===== config.mk =====
export PLATFORM = sky130hd
export DESIGN_NAME = restoring_divider_ctrl
export DESIGN_NICKNAME = d
export VERILOG_FILES = /design/src/rtl/divider_pkg.sv /design/src/rtl/div_sub_stage.sv /design/src/rtl/restoring_divider_ctrl.sv
export SDC_FILE = /design/constraint.sdc
export NUM_CORES = 1
export LEC_CHECK = 0
export CAP_MARGIN = 15
export CORE_MARGIN = 2
export CORE_UTILIZATION = 45
export DETAILED_ROUTE_END_ITERATION = 8
export DONT_BUFFER_PORTS = 1
export MAX_ROUTING_LAYER = met4
export PLACE_DENSITY_LB_ADDON = 0.12
export SLEW_MARGIN = 20
export SYNTH_ARGS = -nofsm -noshare
export SYNTH_HDL_FRONTEND = slang
export SYNTH_SLANG_ARGS = --single-unit

===== constraint.sdc =====
create_clock -name Clk -period 9.9 [get_ports Clk]
set_input_delay 1.98 -clock Clk [delete_from_list [all_inputs] [get_ports Clk]]
set_output_delay 1.98 -clock Clk [all_outputs]
set_load 0.02 [all_outputs]

===== src/rtl/divider_pkg.sv =====
// Shared definitions for the restoring divider: FSM states and default operand width.
package divider_pkg;

    localparam int unsigned DIV_WIDTH_DEFAULT = 8;

    typedef enum logic [1:0] {
        IDLE = 2'd0,
        RUN  = 2'd1,
        DONE = 2'd2
    } div_state_e;

endpackage


===== src/rtl/div_sub_stage.sv =====
// Combinational ripple borrow-chain subtractor: difference = minuend - subtrahend - borrow_in.
module div_sub_stage #(
    parameter int unsigned W = 9
) (
    output logic [W-1:0] difference,
    output logic         borrow_out,
    input  logic [W-1:0] minuend,
    input  logic [W-1:0] subtrahend,
    input  logic         borrow_in
);

    logic [W:0] borrow_c;

    always_comb begin
        borrow_c    = '0;
        difference  = '0;
        borrow_c[0] = borrow_in;
        for (int i = 0; i < int'(W); i++) begin
            difference[i]  = minuend[i] ^ subtrahend[i] ^ borrow_c[i];
            borrow_c[i+1]  = (~minuend[i] & subtrahend[i])
                           | (~(minuend[i] ^ subtrahend[i]) & borrow_c[i]);
        end
        borrow_out = borrow_c[W];
    end

endmodule


===== src/rtl/restoring_divider_ctrl.sv =====
// Multi-cycle unsigned restoring divider, one quotient bit per RUN cycle.
// Define DIVIDER_ZERO_FASTPATH_EN to complete divide-by-zero in one cycle and flag it on DivByZero.
module restoring_divider_ctrl
    import divider_pkg::*;
#(
    parameter int unsigned WIDTH = DIV_WIDTH_DEFAULT
) (
    input  logic             Clk,
    input  logic             Reset,
    input  logic             Start,
    input  logic [WIDTH-1:0] Dividend,
    input  logic [WIDTH-1:0] Divisor,
    output logic             Busy,
    output logic             Done,
    output logic [WIDTH-1:0] Quotient,
    output logic [WIDTH-1:0] Remainder,
    output logic             DivByZero
);

    localparam int unsigned CNT_W = (WIDTH > 1) ? $clog2(WIDTH) : 1;
`ifdef DIVIDER_ZERO_FASTPATH_EN
    localparam bit FAST_EN = 1'b1;
`else
    localparam bit FAST_EN = 1'b0;
`endif

    div_state_e       state_q, state_d;
    logic [WIDTH:0]   rem_q, rem_d;
    logic [WIDTH-1:0] dvd_q, dvd_d;
    logic [WIDTH-1:0] dvs_q, dvs_d;
    logic [WIDTH-1:0] quo_q, quo_d;
    logic [WIDTH-1:0] rmd_q, rmd_d;
    logic [CNT_W-1:0] cnt_q, cnt_d;
    logic             busy_q, busy_d;
    logic             done_q, done_d;
    logic             dbz_q, dbz_d;

    logic [WIDTH:0]   shifted_c, trial_c, step_rem_c;
    logic [WIDTH-1:0] step_dvd_c;
    logic             borrow_c, fast_c, unused_c;

    // Partial remainder never exceeds the divisor between steps, so its MSB is only meaningful after the shift.
    assign unused_c   = rem_q[WIDTH];
    assign shifted_c  = {rem_q[WIDTH-1:0], dvd_q[WIDTH-1]};
    assign step_rem_c = borrow_c ? shifted_c : trial_c;
    assign step_dvd_c = {dvd_q[WIDTH-2:0], ~borrow_c};
    assign fast_c     = FAST_EN && Start && (Divisor == '0);

    div_sub_stage #(
        .W (WIDTH + 1)
    ) u_sub (
        .difference (trial_c),
        .borrow_out (borrow_c),
        .minuend    (shifted_c),
        .subtrahend ({1'b0, dvs_q}),
        .borrow_in  (1'b0)
    );

    always_comb begin
        state_d = state_q;
        rem_d   = rem_q;
        dvd_d   = dvd_q;
        dvs_d   = dvs_q;
        cnt_d   = cnt_q;
        quo_d   = quo_q;
        rmd_d   = rmd_q;
        dbz_d   = dbz_q;

        unique case (state_q)
            IDLE, DONE: begin
                if (state_q == DONE) begin
                    state_d = IDLE;
                end
                if (fast_c) begin
                    state_d = DONE;
                    quo_d   = '1;
                    rmd_d   = Dividend;
                    dbz_d   = 1'b1;
                end else if (Start) begin
                    state_d = RUN;
                    rem_d   = '0;
                    dvd_d   = Dividend;
                    dvs_d   = Divisor;
                    cnt_d   = CNT_W'(WIDTH - 1);
                end
            end
            RUN: begin
                rem_d = step_rem_c;
                dvd_d = step_dvd_c;
                if (cnt_q == '0) begin
                    state_d = DONE;
                    quo_d   = step_dvd_c;
                    rmd_d   = step_rem_c[WIDTH-1:0];
                    dbz_d   = 1'b0;
                end else begin
                    cnt_d = cnt_q - CNT_W'(1);
                end
            end
            default: state_d = IDLE;
        endcase

        busy_d = (state_d == RUN);
        done_d = (state_d == DONE);
    end

    always_ff @(posedge Clk or posedge Reset) begin
        if (Reset) begin
            state_q <= IDLE;
            rem_q   <= '0;
            dvd_q   <= '0;
            dvs_q   <= '0;
            cnt_q   <= '0;
            quo_q   <= '0;
            rmd_q   <= '0;
            dbz_q   <= 1'b0;
            busy_q  <= 1'b0;
            done_q  <= 1'b0;
        end else begin
            state_q <= state_d;
            rem_q   <= rem_d;
            dvd_q   <= dvd_d;
            dvs_q   <= dvs_d;
            cnt_q   <= cnt_d;
            quo_q   <= quo_d;
            rmd_q   <= rmd_d;
            dbz_q   <= dbz_d;
            busy_q  <= busy_d;
            done_q  <= done_d;
        end
    end

    assign Busy      = busy_q;
    assign Done      = done_q;
    assign Quotient  = quo_q;
    assign Remainder = rmd_q;
    assign DivByZero = dbz_q;

endmodule


==> impl_metrics.env, run 1 <==
export IMPL_die_area_um2=5460
export IMPL_cp_arrival_ps=4320
export IMPL_via_per_inst=5.15
export IMPL_synth_top_area_share_pct=53.5
export IMPL_finalWeightedCongestion=0.721
export IMPL_setup_ws_ps=5770
export IMPL_setup_viol=0
export IMPL_cts_setup_buffers=0
export IMPL_cts_buffer_depth=2
export IMPL_synth_fp_nets=219
export IMPL_yosysWarnings=0
export IMPL_finalCriticalPeriod_ps=4130
export IMPL_drv_slew=0
export IMPL_path_common_cell="fa_1"
export IMPL_synth_area_leader_cell="dfrtp_1"
export IMPL_dieHeight_um=73.9
export IMPL_die_w_um=73.9
export IMPL_max_slew_margin_pct=35.3
export IMPL_syn_area_um2=2200
export IMPL_synth_compound_area_share_pct=10.5
export IMPL_synth_top_family_by_area="simple AND/OR/NAND/NOR gates"
export IMPL_worst_path_buf_inv=3
export IMPL_post_cts_resized=0
export IMPL_cts_sinks=47
export IMPL_cts_max_level=2
export IMPL_ys_types=33
export IMPL_clkLatencyLatePin_ps=300
export IMPL_antenna_cells=0
export IMPL_power_leakage_nw=1.04
export IMPL_overflow=0
export IMPL_yosysSeqAreaShare_pct=53.5
export IMPL_grt_usage_pct=17.5
export IMPL_cp_required_ps=10080
export IMPL_final_cells=253
export IMPL_grt_max_degree=48
export IMPL_netlist_instances=190
export IMPL_synth_xor_area_share_pct=0
export IMPL_dp_cells=245
export IMPL_drv_cap=0
export IMPL_worstSetupPathType="register to register"
export IMPL_cp_slowest_cell="fa_1"
export IMPL_start_util_pct=46.5
export IMPL_synthTopCellsByArea="dfrtp_1 (54%), fa_1 (6.4%), mux2i_1 (5.0%)"
export IMPL_hold_buffers=0
export IMPL_status="finished clean"
export IMPL_dr_pass1_iters=4
export IMPL_coreArea_um2=4720
export IMPL_final_nets=214
export IMPL_grt_pass1_vias=1351
export IMPL_routedWlPerCell_um=16.0
export IMPL_min_delay_path_class="register to register"
export IMPL_powerDensity_nw_per_um2=402
export IMPL_worst_clock_skew_ps=7.56
export IMPL_peakVddDrop_mv=0.144
export IMPL_area_growth_pct=4.61
export IMPL_cp_end_kind="register"
export IMPL_drcViolationCount=0
export IMPL_cts_root_buf="clkbuf_8"
export IMPL_cts_tree="done"
export IMPL_worstMarginPinSlew_ps=968
export IMPL_cp_max_fo=6
export IMPL_start_kind="register"
export IMPL_tns_ps=0
export IMPL_syn_avg_cell_area_um2=11.6
export IMPL_wl_um=4040
export IMPL_ios=38
export IMPL_cp_cell_sequence="inv_1 -> ha_1 -> inv_1 -> fa_1 -> fa_1 -> fa_1 -> fa_1 -> fa_1 -> fa_1 -> inv_1 -> fa_1 -> nand2b_1 -> mux2i_1 -> mux2_4"
export IMPL_max_freq_mhz=242
export IMPL_numCtsBuffers=5
export IMPL_first_iter_violations=68
export IMPL_design_area_um2=2300
export IMPL_synthAdderAreaFrac_pct=8.09
export IMPL_critPathMaxStageDelay_ps=410
export IMPL_hold_violations=0
export IMPL_rsz0062_at_grt="false"
export IMPL_timing_final_crit_share_pct=41.8
export IMPL_ys_ff_latch=47
export IMPL_antenna_found_initial=0
export IMPL_rows=25
export IMPL_via_count=1303
export IMPL_port_buffers=0
export IMPL_dpl_cell_area_um2=2190
export IMPL_drive_gt1_share_pct=11.8
export IMPL_cpLargestDelayFamily="adder cells"
export IMPL_dpl_hpwl_um=2730
export IMPL_dp_slack_ps=5770
export IMPL_drt_antenna_violating_nets=0
export IMPL_synthSimpleGateAreaFrac_pct=10.7
export IMPL_grt_pass1_wl_um=6900
export IMPL_clk_pin_slew_ps=90
export IMPL_synth_area_mux_share_pct=10.5
==> registers in the layout, indices dropped and copies added, names as in the netlist <==
register / count
dvs_q: 8
Quotient: 8
Busy: 1
state_q: 2
dvd_q: 8
Done: 1
Remainder: 8
rem_q: 8
cnt_q: 3
==> power breakdown <==
part | internal, W | total, W | switching [W]
Combinational | 0.000181 | 0.000402 | 0.000221
Sequential | 0.000288 | 0.000396 | 0.000108
Clock | 0.0000638 | 0.000127 | 0.0000632
Total | 0.000533 | 0.000925 | 0.000392
==> worst register-to-register path, stage by stage, from the launching register on <==
cell and delay, ps:
dfrtp_1 370, inv_1 90, ha_1 150, inv_1 40, fa_1 380, fa_1 410
fa_1 390, fa_1 390, fa_1 380, fa_1 370, inv_1 80, fa_1 220
nand2b_1 260, mux2i_1 220, mux2_4 270
==> per-stage QoR <==
stage | hold slack [ps] | total power (W) | utilization (%)
2_1_floorplan | 446 | 0.000725 | -
3_3_place_gp | 460 | 0.000783 | 46.4
3_5_place_dp | 490 | 0.000806 | 46.4
4_1_cts | 503 | 0.000935 | 48.6
5_1_grt | 529 | 0.00101 | 48.7
6_report | 490 | 0.000925 | 48.7
==> cells in the mapped netlist <==
master      n
and4bb_2    1
and2b_1     1
nand2b_1    3
a31oi_1     4
o21a_1      1
o2bb2ai_1   7
buf_4       4
ha_1        3
mux2i_1    11
inv_1      14
clkbuf_1    1
nand2_1    22
a221o_1     1
mux2_2      4
nor2b_1     1
o21bai_1    1
mux2_4      5
conb_1      1
and4bb_1    1
and2b_4     1
a21o_1      1
nor2_4      1
o21ai_0     7
a21oi_1    10
fa_1        7
buf_12      1
dfrtp_1    47
o22ai_1     3
buf_6       1
nor3_1      2
buf_2       5
nor2_1     17
a22o_1      1
==> final cells by class <==
| cell class | count | area, um^2 |
|---|---|---|
| fill | 442 | 2420 |
| multi-input combinational | 117 | 886 |
| tap | 67 | 83.8 |
| sequential | 47 | 1180 |
| inverter | 14 | 52.6 |
| clock buffer | 8 | 100 |
==> kinds of logic (layout without fill, tap and decap cells) <==
logic type | after synthesis | in the layout
AO/OA/AOI/OAI | 36 | 36
multiplexers | 20 | 20
AND/OR/NAND/NOR | 50 | 50
buffers and inverters | 26 | 22
flip-flops | 47 | 47
adder cells (fa/ha/maj) | 10 | 10
other | 1 | 1
==> layout by cell type, fill, tap and decap left out <==
cell | netlist | layout
a21oi_1 | 10 | 10
a31oi_1 | 4 | 4
ha_1 | 3 | 3
o22ai_1 | 3 | 3
nor2_1 | 17 | 17
fa_1 | 7 | 7
and2b_4 | 1 | 1
nor2_4 | 1 | 1
nand2_1 | 22 | 22
and4bb_2 | 1 | 2
a221o_1 | 1 | 1
dfrtp_1 | 47 | 47
and2b_1 | 1 | 1
nor3_1 | 2 | 2
o2bb2ai_1 | 7 | 7
clkbuf_8 | 0 | 7
nor2b_4 | 0 | 1
o21ai_0 | 7 | 7
inv_2 | 0 | 1
conb_1 | 1 | 1
mux2_4 | 5 | 5
o21bai_1 | 1 | 1
o21a_1 | 1 | 1
nand2b_1 | 3 | 3
clkbuf_1 | 1 | 1
a22o_1 | 1 | 1
a21o_1 | 1 | 1
mux2i_1 | 11 | 11
mux2_2 | 4 | 4
inv_1 | 14 | 13
==> worst paths after layout <==
| path | startpoint | endpoint | slack, ps | cells after the start |
|---|---|---|---|---|
| max in group asynchronous | Reset | dvd_q[4] | 7520 | 1 |
| max reg2reg | dvd_q[7] | Remainder[0] | 5770 | 14 |
| min | cnt_q[0] | cnt_q[0] | 490 | 1 |
| max | dvd_q[7] | Remainder[0] | 5770 | 14 |
| min in group asynchronous | Reset | Remainder[2] | 1780 | 1 |
| min reg2reg | cnt_q[0] | cnt_q[0] | 490 | 1 |
==> per-layer routing <==
layer  share of wire [%]  up-vias  routed length, um  global-route usage, %
met1                  49      644               1970                   24.2
met5                   0        -                  0                      -
met2                  45       28               1820                   24.2
met4                0.79        0                 32                   7.27
li1                    -      625                  -                      -
met3                 5.4        6                220                   4.53
Power figures use the tool's default switching activity.
==> run 2, diff against run 1 <==
==> constraint.sdc (replaced) <==
create_clock -name Clk -period 4.3 [get_ports Clk]
set_input_delay 0.86 -clock Clk [delete_from_list [all_inputs] [get_ports Clk]]
set_output_delay 0.86 -clock Clk [all_outputs]
set_load 0.02 [all_outputs]
==> impl_metrics.env, run 2 (same netlist as run 1, synthesis figures left out) <==
export IMPL_status="finished clean"
export IMPL_antenna_cells=0
export IMPL_tns_ps=0
export IMPL_via_per_inst=5.33
export IMPL_grt_usage_pct=17.7
export IMPL_fillers=438
export IMPL_grt_pass1_wl_um=6990
export IMPL_max_freq_mhz=243
export IMPL_dieHeight_um=73.9
export IMPL_dpl_hpwl_um=2780
export IMPL_timing_final_crit_share_pct=95.8
export IMPL_worst_clock_skew_ps=5.64
export IMPL_cp_max_fo=6
export IMPL_rsz0062_at_grt="true"
export IMPL_die_area_um2=5460
export IMPL_first_iter_violations=60
export IMPL_peakVddDrop_mv=0.274
export IMPL_routedWlPerCell_um=16.1
export IMPL_rows=25
export IMPL_hold_violations=0
export IMPL_met2_usage_pct=26.8
export IMPL_hold_buffers=0
export IMPL_finalCriticalPeriod_ps=4120
export IMPL_max_slew_margin_pct=35.5
export IMPL_cts_sinks=47
export IMPL_cts_setup_buffers=0
export IMPL_via_count=1354
export IMPL_grt_busiest_layer="met2"
export IMPL_numCtsBuffers=5
export IMPL_cts_tree="done"
export IMPL_cp_arrival_ps=4310
export IMPL_post_cts_resized=0
export IMPL_reg2reg_depth=14
export IMPL_clkLatencyLatePin_ps=300
export IMPL_start_util_pct=46.5
export IMPL_coreArea_um2=4720
export IMPL_powerDensity_nw_per_um2=923
export IMPL_use_met3_pct=5.35
export IMPL_drv_cap=0
export IMPL_finalWeightedCongestion=0.716
export IMPL_overflow=0
export IMPL_ios=38
export IMPL_die_w_um=73.9
export IMPL_antenna_found_initial=0
export IMPL_grt_max_degree=48
export IMPL_port_buffers=0
export IMPL_min_delay_path_class="register to register"
export IMPL_wl_um=4090
export IMPL_drv_slew=0
export IMPL_worstMarginPinSlew_ps=966
export IMPL_final_nets=215
export IMPL_cts_max_level=2
export IMPL_final_util_pct=48.7
export IMPL_grt_pass1_vias=1379
export IMPL_final_common_cell="dfrtp_1"
export IMPL_use_met1_pct=23.0
export IMPL_holdPathStages=1
export IMPL_drive_gt1_share_pct=12.3
export IMPL_layout_common_cells="dfrtp_1 (47), nand2_1 (22), nor2_1 (17)"
export IMPL_start_kind="register"
export IMPL_clk_pin_slew_ps=90
export IMPL_cts_root_buf="clkbuf_8"
export IMPL_setup_viol=0
export IMPL_area_growth_pct=4.73
export IMPL_power_leakage_nw=1.04
export IMPL_cp_end_kind="register"
export IMPL_worstSetupPathType="register to register"
export IMPL_drt_antenna_violating_nets=0
export IMPL_dr_pass1_iters=4
export IMPL_drcViolationCount=0
export IMPL_cp_required_ps=4490
export IMPL_cts_buffer_depth=2
==> run 2: cell types whose count changed in the layout (fill, tap and decap cells not counted) <==
cell,previous run,this run
buf_4,0,1
nor2b_4,1,0
nor2b_2,0,1
==> run 2: area by class of cell <==
class | instances | area [um^2] | area share, %
Clock buffer | 8 | 100 | 4.35
Inverter | 14 | 52.6 | 2.28
Multi-Input combinational cell | 117 | 881 | 38.3
Sequential cell | 47 | 1180 | 51.1
Tap cell | 67 | 83.8 | 3.64
Timing Repair Buffer | 1 | 7.51 | 0.326
==> run 2: routing by layer <==
layer	wire (um)	vias to the layer above
met3	264	2
li1	-	621
met1	1830	698
met2	1970	33
met5	0	-
met4	22	0
==> run 2: path summary, 6_finish.rpt <==
| path | from | to | slack, ps |
|---|---|---|---|
| max | dvd_q[7] | Remainder[0] | 180 |
| min | cnt_q[0] | cnt_q[0] | 480 |
| max reg2reg | dvd_q[7] | Remainder[0] | 180 |
| min reg2reg | cnt_q[0] | cnt_q[0] | 480 |
| max in group asynchronous | Reset | Remainder[4] | 3040 |
| min in group asynchronous | Reset | Remainder[2] | 650 |
==> run 2: critical path, stage by stage, from the launching register on <==
cell and delay [ps]:
dfrtp_1 380, inv_1 90, ha_1 140, inv_1 40, fa_1 380, fa_1 400
fa_1 390, fa_1 390, fa_1 390, fa_1 380, inv_1 80, fa_1 210
nand2b_1 240, mux2i_1 210, mux2_4 280
==> run 2: through the flow <==
step	hold WS (ps)	area [um^2]	setup WS, ps	instances	total power (W)
2_1_floorplan	446	2200	496	190	0.00167
3_3_place_gp	462	2200	333	246	0.00181
3_5_place_dp	472	2200	144	246	0.00186
4_1_cts	484	2300	118	254	0.00215
5_1_grt	508	2300	-1.42	254	0.00232
6_report	482	2300	179	254	0.00212
==> run 2: power breakdown <==
| group | switching, W | internal (W) | leakage, nW |
|---|---|---|---|
| logic | 0.000506 | 0.000418 | 0.440 |
| clock network | 0.000143 | 0.000147 | 0.0515 |
| registers | 0.000247 | 0.000663 | 0.545 |
==> run 3, diff against run 2 <==
--- a/config.mk
+++ b/config.mk
@@ -10,6 +10,7 @@
 export CORE_UTILIZATION = 45
 export DETAILED_ROUTE_END_ITERATION = 8
 export DONT_BUFFER_PORTS = 1
+export GPL_ROUTABILITY_DRIVEN = 0
 export MAX_ROUTING_LAYER = met4
 export PLACE_DENSITY_LB_ADDON = 0.12
 export SLEW_MARGIN = 20
==> results of run 3 <==
No change in the layout: final DEF, timing and power equal those of run 2.
